File: src/rtl/usb_fs_in_pe.sv
// USB full-speed IN protocol engine: per-endpoint packet buffers with data
// toggles, plus a transfer FSM that answers IN tokens with STALL/NAK/DATAx
// and waits for the host handshake, with a bit-time timeout.

// Per-endpoint buffer, fill pointer, toggle and READY/PUTTING/ARMED/STALL state.
module usb_fs_in_pe_ep #(
  parameter int MAX_IN_PACKET_SIZE = 32,
  parameter int AW = 5,
  parameter int PW = 6
) (
  input  logic          clk,
  input  logic          reset,
  input  logic          reset_ep_i,
  input  logic          put_i,
  input  logic [7:0]    data_i,
  input  logic          done_i,
  input  logic          stall_i,
  input  logic          setup_i,
  input  logic          ack_i,
  input  logic [AW-1:0] rd_addr_i,
  output logic          ready_o,
  output logic          armed_o,
  output logic          stall_o,
  output logic          toggle_o,
  output logic [PW-1:0] put_ptr_o,
  output logic [7:0]    rd_data_o
);
  typedef enum logic [1:0] {EP_READY, EP_PUTTING, EP_ARMED, EP_STALL} ep_state_e;

  ep_state_e     state_q, state_d;
  logic [PW-1:0] put_ptr_q, put_ptr_d;
  logic          toggle_q, toggle_d;
  logic          wr_en;
  logic [7:0]    mem_q [MAX_IN_PACKET_SIZE];

  // Next state; reset_ep beats stall, stall beats everything else.
  // put_ptr survives entry to STALL so a payload already in flight completes;
  // the buffer is emptied when STALL is left.
  always_comb begin
    state_d   = state_q;
    put_ptr_d = put_ptr_q;
    toggle_d  = toggle_q;
    wr_en     = 1'b0;
    case (state_q)
      EP_READY, EP_PUTTING: begin
        if (put_i) begin
          state_d = EP_PUTTING;
          if (put_ptr_q < PW'(MAX_IN_PACKET_SIZE)) begin
            wr_en     = 1'b1;
            put_ptr_d = put_ptr_q + PW'(1);
          end
        end
        if (done_i) state_d = EP_ARMED;
      end
      EP_ARMED: begin
        if (ack_i) begin
          state_d   = EP_READY;
          put_ptr_d = '0;
          toggle_d  = ~toggle_q;
        end
      end
      EP_STALL: begin
        if (setup_i) begin
          state_d   = EP_READY;
          put_ptr_d = '0;
        end
      end
      default: state_d = EP_READY;
    endcase
    if (setup_i) toggle_d = 1'b1;
    if (stall_i) begin
      state_d = EP_STALL;
      wr_en   = 1'b0;
    end
    if (reset_ep_i) begin
      state_d   = EP_READY;
      put_ptr_d = '0;
      toggle_d  = 1'b0;
      wr_en     = 1'b0;
    end
  end

  // State registers.
  always_ff @(posedge clk) begin
    if (reset) begin
      state_q   <= EP_READY;
      put_ptr_q <= '0;
      toggle_q  <= 1'b0;
    end else begin
      state_q   <= state_d;
      put_ptr_q <= put_ptr_d;
      toggle_q  <= toggle_d;
    end
  end

  // Packet storage, no reset needed: only bytes below put_ptr are ever read out.
  always_ff @(posedge clk) begin
    if (wr_en) mem_q[put_ptr_q[AW-1:0]] <= data_i;
  end

  assign ready_o   = (state_q == EP_READY);
  assign armed_o   = (state_q == EP_ARMED);
  assign stall_o   = (state_q == EP_STALL);
  assign toggle_o  = toggle_q;
  assign put_ptr_o = put_ptr_q;
  assign rd_data_o = mem_q[rd_addr_i];
endmodule

// Top: token decode, transfer FSM and endpoint array.
module usb_fs_in_pe #(
  parameter int NUM_IN_EPS         = 1,
  parameter int MAX_IN_PACKET_SIZE = 32,
  parameter int ACK_TIMEOUT_BITS   = 18
) (
  input  logic                  clk,
  input  logic                  reset,
  input  logic [NUM_IN_EPS-1:0] reset_ep,
  input  logic [6:0]            dev_addr,
  input  logic                  bit_strobe,
  output logic [NUM_IN_EPS-1:0] in_ep_data_free,
  input  logic [NUM_IN_EPS-1:0] in_ep_data_put,
  input  logic [7:0]            in_ep_data,
  input  logic [NUM_IN_EPS-1:0] in_ep_data_done,
  input  logic [NUM_IN_EPS-1:0] in_ep_stall,
  output logic [NUM_IN_EPS-1:0] in_ep_acked,
  input  logic                  rx_pkt_start,
  input  logic                  rx_pkt_end,
  input  logic                  rx_pkt_valid,
  input  logic [3:0]            rx_pid,
  input  logic [6:0]            rx_addr,
  input  logic [3:0]            rx_endp,
  output logic                  tx_pkt_start,
  input  logic                  tx_pkt_end,
  output logic [3:0]            tx_pid,
  output logic                  tx_data_avail,
  input  logic                  tx_data_get,
  output logic [7:0]            tx_data
);
  localparam int AW = $clog2(MAX_IN_PACKET_SIZE);
  localparam int PW = AW + 1;
  localparam int TW = $clog2(ACK_TIMEOUT_BITS + 1);

  localparam logic [3:0] PID_IN    = 4'b1001;
  localparam logic [3:0] PID_SETUP = 4'b1101;
  localparam logic [3:0] PID_ACK   = 4'b0010;
  localparam logic [3:0] PID_NAK   = 4'b1010;
  localparam logic [3:0] PID_STALL = 4'b1110;
  localparam logic [3:0] PID_DATA0 = 4'b0011;
  localparam logic [3:0] PID_DATA1 = 4'b1011;

  typedef enum logic [1:0] {X_IDLE, X_RCVD_IN, X_SEND, X_WAIT_ACK} xfr_state_e;

  xfr_state_e    xfr_q, xfr_d;
  logic [3:0]    current_endp_q, current_endp_d;
  logic [PW-1:0] get_ptr_q, get_ptr_d;
  logic [TW-1:0] timer_q, timer_d;
  logic [3:0]    tx_pid_q, tx_pid_d;

  logic [NUM_IN_EPS-1:0]         ep_ready, ep_armed, ep_stall, ep_toggle, ep_ack, cur_sel;
  logic [NUM_IN_EPS-1:0][PW-1:0] ep_put_ptr;
  logic [NUM_IN_EPS-1:0][7:0]    ep_rdata;

  logic          tok_match, in_tok, setup_tok, ack_hit, cur_rst;
  logic          cur_armed, cur_stall, cur_toggle;
  logic [PW-1:0] cur_put_ptr;
  logic [7:0]    cur_rdata;
  logic          unused_rx_start;

  // Start-of-packet is not needed: everything keys off the end strobe.
  assign unused_rx_start = rx_pkt_start;

  // Tokens addressed to one of our endpoints; only honoured while idle.
  assign tok_match = rx_pkt_end && rx_pkt_valid && (rx_pid[1:0] == 2'b01) &&
                     (rx_addr == dev_addr) && ({28'd0, rx_endp} < 32'(NUM_IN_EPS));
  assign in_tok    = tok_match && (rx_pid == PID_IN) && (xfr_q == X_IDLE);
  assign setup_tok = tok_match && (rx_pid == PID_SETUP) && (xfr_q == X_IDLE);

  for (genvar i = 0; i < NUM_IN_EPS; i++) begin : g_ep
    usb_fs_in_pe_ep #(
      .MAX_IN_PACKET_SIZE (MAX_IN_PACKET_SIZE),
      .AW                 (AW),
      .PW                 (PW)
    ) u_ep (
      .clk        (clk),
      .reset      (reset),
      .reset_ep_i (reset_ep[i]),
      .put_i      (in_ep_data_put[i]),
      .data_i     (in_ep_data),
      .done_i     (in_ep_data_done[i]),
      .stall_i    (in_ep_stall[i]),
      .setup_i    (setup_tok && (rx_endp == 4'(i))),
      .ack_i      (ep_ack[i]),
      .rd_addr_i  (get_ptr_q[AW-1:0]),
      .ready_o    (ep_ready[i]),
      .armed_o    (ep_armed[i]),
      .stall_o    (ep_stall[i]),
      .toggle_o   (ep_toggle[i]),
      .put_ptr_o  (ep_put_ptr[i]),
      .rd_data_o  (ep_rdata[i])
    );
  end

  // Select the endpoint the current transfer is talking to.
  always_comb begin
    cur_sel     = '0;
    cur_armed   = 1'b0;
    cur_stall   = 1'b0;
    cur_toggle  = 1'b0;
    cur_put_ptr = '0;
    cur_rdata   = '0;
    for (int i = 0; i < NUM_IN_EPS; i++) begin
      if (current_endp_q == 4'(i)) begin
        cur_sel[i]  = 1'b1;
        cur_armed   = ep_armed[i];
        cur_stall   = ep_stall[i];
        cur_toggle  = ep_toggle[i];
        cur_put_ptr = ep_put_ptr[i];
        cur_rdata   = ep_rdata[i];
      end
    end
  end

  assign cur_rst = |(reset_ep & cur_sel);

  // Transfer FSM: next state, tx strobe/PID, handshake detection.
  always_comb begin
    xfr_d          = xfr_q;
    current_endp_d = current_endp_q;
    get_ptr_d      = get_ptr_q;
    timer_d        = timer_q;
    tx_pid_d       = tx_pid_q;
    tx_pkt_start   = 1'b0;
    ack_hit        = 1'b0;
    case (xfr_q)
      X_IDLE: begin
        if (in_tok) begin
          current_endp_d = rx_endp;
          xfr_d          = X_RCVD_IN;
        end
      end
      X_RCVD_IN: begin
        tx_pkt_start = 1'b1;
        get_ptr_d    = '0;
        if (cur_stall) begin
          tx_pid_d = PID_STALL;
          xfr_d    = X_IDLE;
        end else if (!cur_armed) begin
          tx_pid_d = PID_NAK;
          xfr_d    = X_IDLE;
        end else begin
          tx_pid_d = cur_toggle ? PID_DATA1 : PID_DATA0;
          xfr_d    = X_SEND;
        end
      end
      X_SEND: begin
        if (tx_data_get && tx_data_avail) get_ptr_d = get_ptr_q + PW'(1);
        if (tx_pkt_end) begin
          timer_d = '0;
          xfr_d   = X_WAIT_ACK;
        end
      end
      X_WAIT_ACK: begin
        if (bit_strobe) timer_d = timer_q + TW'(1);
        if (rx_pkt_end) begin
          ack_hit = rx_pkt_valid && (rx_pid == PID_ACK);
          xfr_d   = X_IDLE;
        end else if (timer_q == TW'(ACK_TIMEOUT_BITS)) begin
          xfr_d = X_IDLE;
        end
      end
      default: xfr_d = X_IDLE;
    endcase
    // Resetting the endpoint we are serving aborts the transfer silently.
    if (cur_rst && (xfr_q != X_IDLE)) begin
      xfr_d        = X_IDLE;
      tx_pkt_start = 1'b0;
      tx_pid_d     = tx_pid_q;
      ack_hit      = 1'b0;
    end
  end

  // Transfer registers.
  always_ff @(posedge clk) begin
    if (reset) begin
      xfr_q          <= X_IDLE;
      current_endp_q <= '0;
      get_ptr_q      <= '0;
      timer_q        <= '0;
      tx_pid_q       <= '0;
    end else begin
      xfr_q          <= xfr_d;
      current_endp_q <= current_endp_d;
      get_ptr_q      <= get_ptr_d;
      timer_q        <= timer_d;
      tx_pid_q       <= tx_pid_d;
    end
  end

  // A handshake only counts for an endpoint still armed (not stalled meanwhile).
  assign ep_ack          = {NUM_IN_EPS{ack_hit}} & cur_sel & ep_armed;
  assign in_ep_acked     = ep_ack;
  assign in_ep_data_free = ep_ready;
  assign tx_pid          = tx_pid_d;
  assign tx_data_avail   = (xfr_q == X_SEND) && (get_ptr_q < cur_put_ptr);
  assign tx_data         = (xfr_q == X_SEND) ? cur_rdata : 8'd0;
endmodule
File: config.mk
export PLATFORM = sky130hd
export DESIGN_NAME = usb_fs_in_pe
export DESIGN_NICKNAME = d
export VERILOG_FILES = /design/src/rtl/usb_fs_in_pe.sv
export SDC_FILE = /design/constraint.sdc
export NUM_CORES = 1
export LEC_CHECK = 0
export CAP_MARGIN = 40
export CORE_ASPECT_RATIO = 1.75
export CORE_MARGIN = 2
export CORE_UTILIZATION = 60
export DETAILED_ROUTE_END_ITERATION = 8
export HOLD_SLACK_MARGIN = 0.08
export PLACE_DENSITY_LB_ADDON = 0.08
export SLEW_MARGIN = 20
export SYNTH_ARGS = -nofsm -noshare
export SYNTH_HDL_FRONTEND = slang
export SYNTH_SLANG_ARGS = --single-unit
export TNS_END_PERCENT = 5
File: constraint.sdc
create_clock -name clk -period 3.6 [get_ports clk]
set_input_delay 0.54 -clock clk [delete_from_list [all_inputs] [get_ports clk]]
set_output_delay 0.54 -clock clk [all_outputs]
set_load 0.01 [all_outputs]
# --- After elaboration in Yosys (flattened, before gate mapping) ---
# Memories as Yosys holds them, arrays and structs flattened. A register that Yosys moved wholly into a read port is not among the register bits.
# Cells that the tools add are included.
totals:
  ram_bits: 256
  inputBits: 42
  mem_count: 1
  word_cells: 127
  reg_bits: 30
  out_inout_bits: 16
mem_list:
  columns: ["memory", "depth", "word_bits", "rd", "rd_clocked_by_memory_dff", "wr", "line_no", "rtl"]
  rows:
  - ["g_ep[0].u_ep.mem_q", 32, 8, 1, 1, 1, "34", "logic [7:0] mem_q [MAX_IN_PACKET_SIZE];"]
classes:
  mux: 52
  order_cmp: 3
  reduce_logical: 32
  n_eq_ne: 24
  n_addsub: 3
  n_bitwise: 4
ops:
  columns: ["cell", "n"]
  rows:
  - ["6-bit two-way mux", 6]
  - ["2-bit two-way mux", 11]
  - ["4-bit two-way mux", 5]
  - ["5-bit two-way mux", 4]
  - ["1-bit two-way mux", 19]
  - ["6-bit one-hot mux with 3 select lines", 1]
  - ["8-bit two-way mux", 2]
  - ["1-bit logical AND", 13]
  - ["6-bit by 1-bit adder with 6-bit output (second input constant)", 2]
  - ["2-bit inequality test (second input constant)", 6]
  - ["6-bit one-hot mux with 2 select lines", 1]
  - ["5-bit one-hot mux with 2 select lines", 1]
  - ["2-bit nonzero test", 5]
  - ["3-bit AND reduction", 3]
  - ["2-bit == test (second input constant)", 4]
  - ["4-bit == test (second input constant)", 2]
  - ["4-bit zero test", 2]
  - ["2-bit one-hot mux with 4 select lines", 1]
  - ["7-bit == test", 1]
  - ["2-bit by 1-bit == test with 1-bit output (second input constant)", 3]
  - ["6-bit less-than comparator", 1]
  - ["6-bit less-than comparator (second input constant)", 1]
  - ["3-bit inequality test (second input constant)", 2]
  - ["2-bit one-hot mux with 3 select lines", 1]
  - ["other kinds (13)", 21]

# --- Logic depth before layout (Yosys ltp) ---
logic_depth:
  word_depth: 10
  depth_mapped: 9
  mapped_depth_nobuf: 8

# --- Modules after synthesis ---
# A second synthesis with hierarchy kept.
unflattened:
  hier_cells: 630
  area_unflattened_um2: 11678.7
by_module_without_submodules:
  columns: ["module", "area_per_inst_um2", "seq_area_each_um2", "n_inst", "cells_each"]
  rows:
  - ["usb_fs_in_pe_ep", 10372.4, 7867.5, 1, 471]
  - ["usb_fs_in_pe", 1306.3, 420.4, 1, 159]

# --- Worst setup path after synthesis ---
# No wires, ideal clock.
synth_timing:
  kind: "flip-flop to output port"
  start: "reg current_endp_q[3]"
  end: "out tx_data_avail"
  path_stages_with_launch: 9
  path_buffers: 1
  path_slack_ps: 850
  t_required_ps: 3060
  arrival_time_ps: 2210
  path_cell_list: "dfxtp_1 -> nor4_4 -> clkbuf_1 -> nand2_1 -> ha_1 -> a211oi_1 -> nor2_1 -> o31ai_1 -> and2_1"
synth_via:
  elab_chain_len: 4
synth_lines:
  columns: ["item", "line_no", "rtl"]
  rows:
  - ["start, declared", "154", "logic [3:0] current_endp_q, current_endp_d;"]
  - ["start signal, assigned", "292", "current_endp_q <= current_endp_d;"]
  - ["4-bit zero test", "212", "if (current_endp_q == 4'(i)) begin"]
  - ["6-bit two-way mux", "212", null]
  - ["6-bit less-than comparator", "304", "assign tx_data_avail = (xfr_q == X_SEND) && (get_ptr_q < cur_put_ptr);"]
  - ["1-bit logical AND", "304", null]
  - ["end, declared", "135", "output logic tx_data_avail,"]
# Every way passes these cells.

==> metrics.md <==
| Metric | Value |
|---|---|
| FF+latch count, synth | `291` |
| Slew at the pin with the worst max-slew slack | `760 ps` |
| Share of post-route cells with drive strength above 1 | `23.0%` |
| Drt first-iter violations | `660` |
| Cell Rows | `68` |
| Final Util | `71.9%` |
| Crit start category | `register` |
| Mapped Nets | `738` |
| Non-Filler Instances | `1065` |
| Met1 GRT Util | `29.6%` |
| Minimum clock period | `3590 ps` |
| Initial Utilization | `60.5%` |
| GR met3 Demand/Resource | `2.67%` |
| Largest stage delay on the critical path | `530 ps` |
| Worst min path class | `reg2reg` |
| Die span in y | `190 µm` |
| Crit-path slowest cell | `mux4_2` |
| Fmax | `0.279 GHz` |
| RD Place Congestion | `0.806` |
| Routed vias/inst | `6.34` |
| Max Cap Violations | `0` |
| Synth unique cells | `58` |
| Worst-path clk slew | `70 ps` |
| P&R area growth vs syn | `18.8%` |
| Crit-path max FO | `32` |
| H-Tree Depth | `1` |
| Vias in the first global route | `7028` |
| Dpl hpwl | `17700 µm` |
| Syn. warnings | `0` |
| IO Port Bufs | `56` |
| Synth Cell Area | `11800 µm²` |
| Main flop type after synthesis | `edfxtp_1` |
| Critical Path, Cell by Cell | `buf_12 > mux4_2 > a22o_1 > a221oi_1 > o22ai_1 > clkdlybuf4s50_1` |
| Total placed cells including tap cells | `1018` |
| DRC | `0` |
| Post-synthesis mux area share | `12.4%` |
| Met2 GRT Util | `46.7%` |
| WP data arrival | `3050 ps` |
| Worst skew pair latency | `520 ps` |
| GRT busiest layer | `met2` |
| Area of the core | `19600 µm²` |
| Vias | `6748` |
| RSZ-0062 raised after global routing | `yes` |
| Setup Viol. Count Final | `0` |
| Peak supply drop | `0.000630 V` |
| Total power | `0.00670 W` |
| TritonCTS Buffers | `25` |
| Total Routing Usage GR | `25.2%` |
| Headroom to the max-slew limit | `48.7%` |
| Post-synthesis simple-gate area fraction | `7.57%` |
| Post-route ant nets | `0` |
| Area share of fa/ha/maj cells after synthesis | `1.27%` |
| CTS Buffer Depth | `3` |
| Setup crit end kind | `primary output` |
| Setup CP Type | `reg2out` |
| Initial antenna violation count | `0` |
| Post-synthesis average cell area | `17.3 µm²` |
| Post-synthesis xor/xnor area fraction | `0.888%` |
| Outcome | `complete, no violations` |
| Antenna cell count | `0` |
| Final WL | `25600 µm` |
| Pleak | `4.59 nW` |
| Drt pass-1 iters | `7` |
| PwrDens | `476 nW/µm²` |
| Clock Skew | `15.0 ps` |
| FFs w/ async S/R, synth | `0%` |
| Cts hold-fix bufs | `0` |
| Die W | `110 µm` |
| Critical path required time | `3060 ps` |
| Synth Area in Compound Gates | `5.58%` |
| Clk sinks | `291` |
| Final Slew Violations | `0` |
| Sequential-to-total area share from yosys stat | `70.9%` |
| Root Buffer | `clkbuf_16` |
| Main combinational cell family by area after synthesis | `multiplexers` |
| First-pass GRT wire length | `38900 µm` |
| Post-synth EDFFs | `256` |
| Fin nets | `855` |
| Routed len/inst | `24.0 µm` |
| Largest net degree at the start of global routing | `33` |
| Synth Instances | `684` |
| Part of the cycle the worst path needs | `99.7%` |
| CTS tree | `done` |
| Io pins | `58` |
| Grt total ovfl | `0` |
| Layout fillers | `1214` |
| Total die area | `20900 µm²` |
| Final Hold Fails | `0` |
## placed cells by master (no fill, tap or decap), drive strengths merged, types with 7 or more instances in the layout
master,instances
edfxtp,256
buf,66
mux4,64
clkdlybuf4s50,55
nor2,55
dfxtp,35
clkbuf,34
nand2,32
a21oi,18
a22o,15
a221oi,14
nand4,13
ha,12
inv,11
nor2b,9
and2,9
o22ai,9
nand3,7
xnor2,7
clkinv,7
## logic make-up (layout without fill, tap and decap cells)
family | Yosys count | in the layout
DFF | 291 | 291
and+or+nand+nor | 170 | 170
AOI/OAI and AO/OA | 91 | 91
muxes | 66 | 66
buffers and inverters | 42 | 178
adders and majority gates | 12 | 12
xor gates and xnor gates | 12 | 12
## flip-flops by register name, summed over array words and instances, names as in the netlist, named ones only
register and count:
timer_q 5, g_ep.u_ep.mem_q 256, g_ep.u_ep.state_q 2, xfr_q 1
tx_pid_q 4, get_ptr_q 6, current_endp_q 4, g_ep.u_ep.toggle_o 1
g_ep.u_ep.put_ptr_o 6
## repair_timing
item,CTS,global route
setup buffers,0,1
setup endpoints to repair,8,6
pin swaps,0,1
gates resized for setup,6,4
## metrics by stage
step                TNS [ps]  hold slack [ps]  cell area (µm²)  setup WS, ps
floorplan                  0              440            11800           850
global placement           0              453            13100           393
detailed placement         0              463            13200           384
CTS                    -30.1              473            14000         -30.1
global route           -66.0              490            14100         -32.6
finish                     0              471            14100          10.7
## report_power, final
| group | internal, W | switching (W) |
|---|---|---|
| clock | 0.00158 | 0.00114 |
| combinational | 0.000115 | 0.000164 |
| sequential | 0.00368 | 0.0000167 |
| total | 0.00538 | 0.00132 |
## worst max-delay path, delay by kind of cell (launching register included)
kind            cells  cell delay, ps
buf+inv             2             770
mux                 1             530
compound gates      3             810
flops               1             390
## metal layers
layer | share of wire (%) | vias to the layer above
li1 | - | 3004
met1 | 35 | 3433
met2 | 57 | 253
met3 | 5.3 | 58
met4 | 3.4 | 0
met5 | 0 | -
## path summary, 6_finish.rpt
path | end | depth (start not counted) | slack (ps) | startpoint
worst min register to register | tx_pid_q[2] | 2 | 470 | tx_pid_q[2]
worst max register to register | get_ptr_q[5] | 9 | 830 | current_endp_q[3]
worst max-delay path | tx_data[2] | 6 | 10 | register
worst min-delay path | tx_pid_q[2] | 2 | 470 | tx_pid_q[2]
## Yosys cell counts, drive strengths merged, types with 4 or more instances
master | number | area [µm²]
nand2b | 6 | 37.5
buf | 10 | 56.3
nor3 | 5 | 25.0
clkbuf | 22 | 82.6
ha | 12 | 150
and2 | 9 | 56.3
a21oi | 18 | 90.1
a22oi | 5 | 37.5
nor4 | 6 | 58.8
a31oi | 6 | 37.5
edfxtp | 256 | 7690
nand2 | 32 | 120
nand3b | 6 | 45.0
xnor2 | 7 | 61.3
mux4 | 64 | 1440
a22o | 15 | 131
o22ai | 9 | 56.3
a221oi | 14 | 123
inv | 10 | 37.5
nand4 | 13 | 81.3
xor2 | 5 | 43.8
nor2b | 9 | 56.3
or4 | 5 | 41.3
dfxtp | 35 | 701
nor2 | 55 | 209
o21ai | 6 | 30.0
nand3 | 7 | 35.0
and3 | 4 | 25.0
## area by class of cell
class	instances	area, µm²	area share (%)
Inverter	10	37.5	0.267
Timing Repair Buffer	122	1180	8.36
Multi-Input combinational cell	351	3310	23.5
Sequential cell	291	8400	59.7
Tap cell	245	307	2.18
Clock inverter	12	141	1.01
Clock buffer	34	699	4.97
No activity file was read; power rests on OpenSTA's default activity.
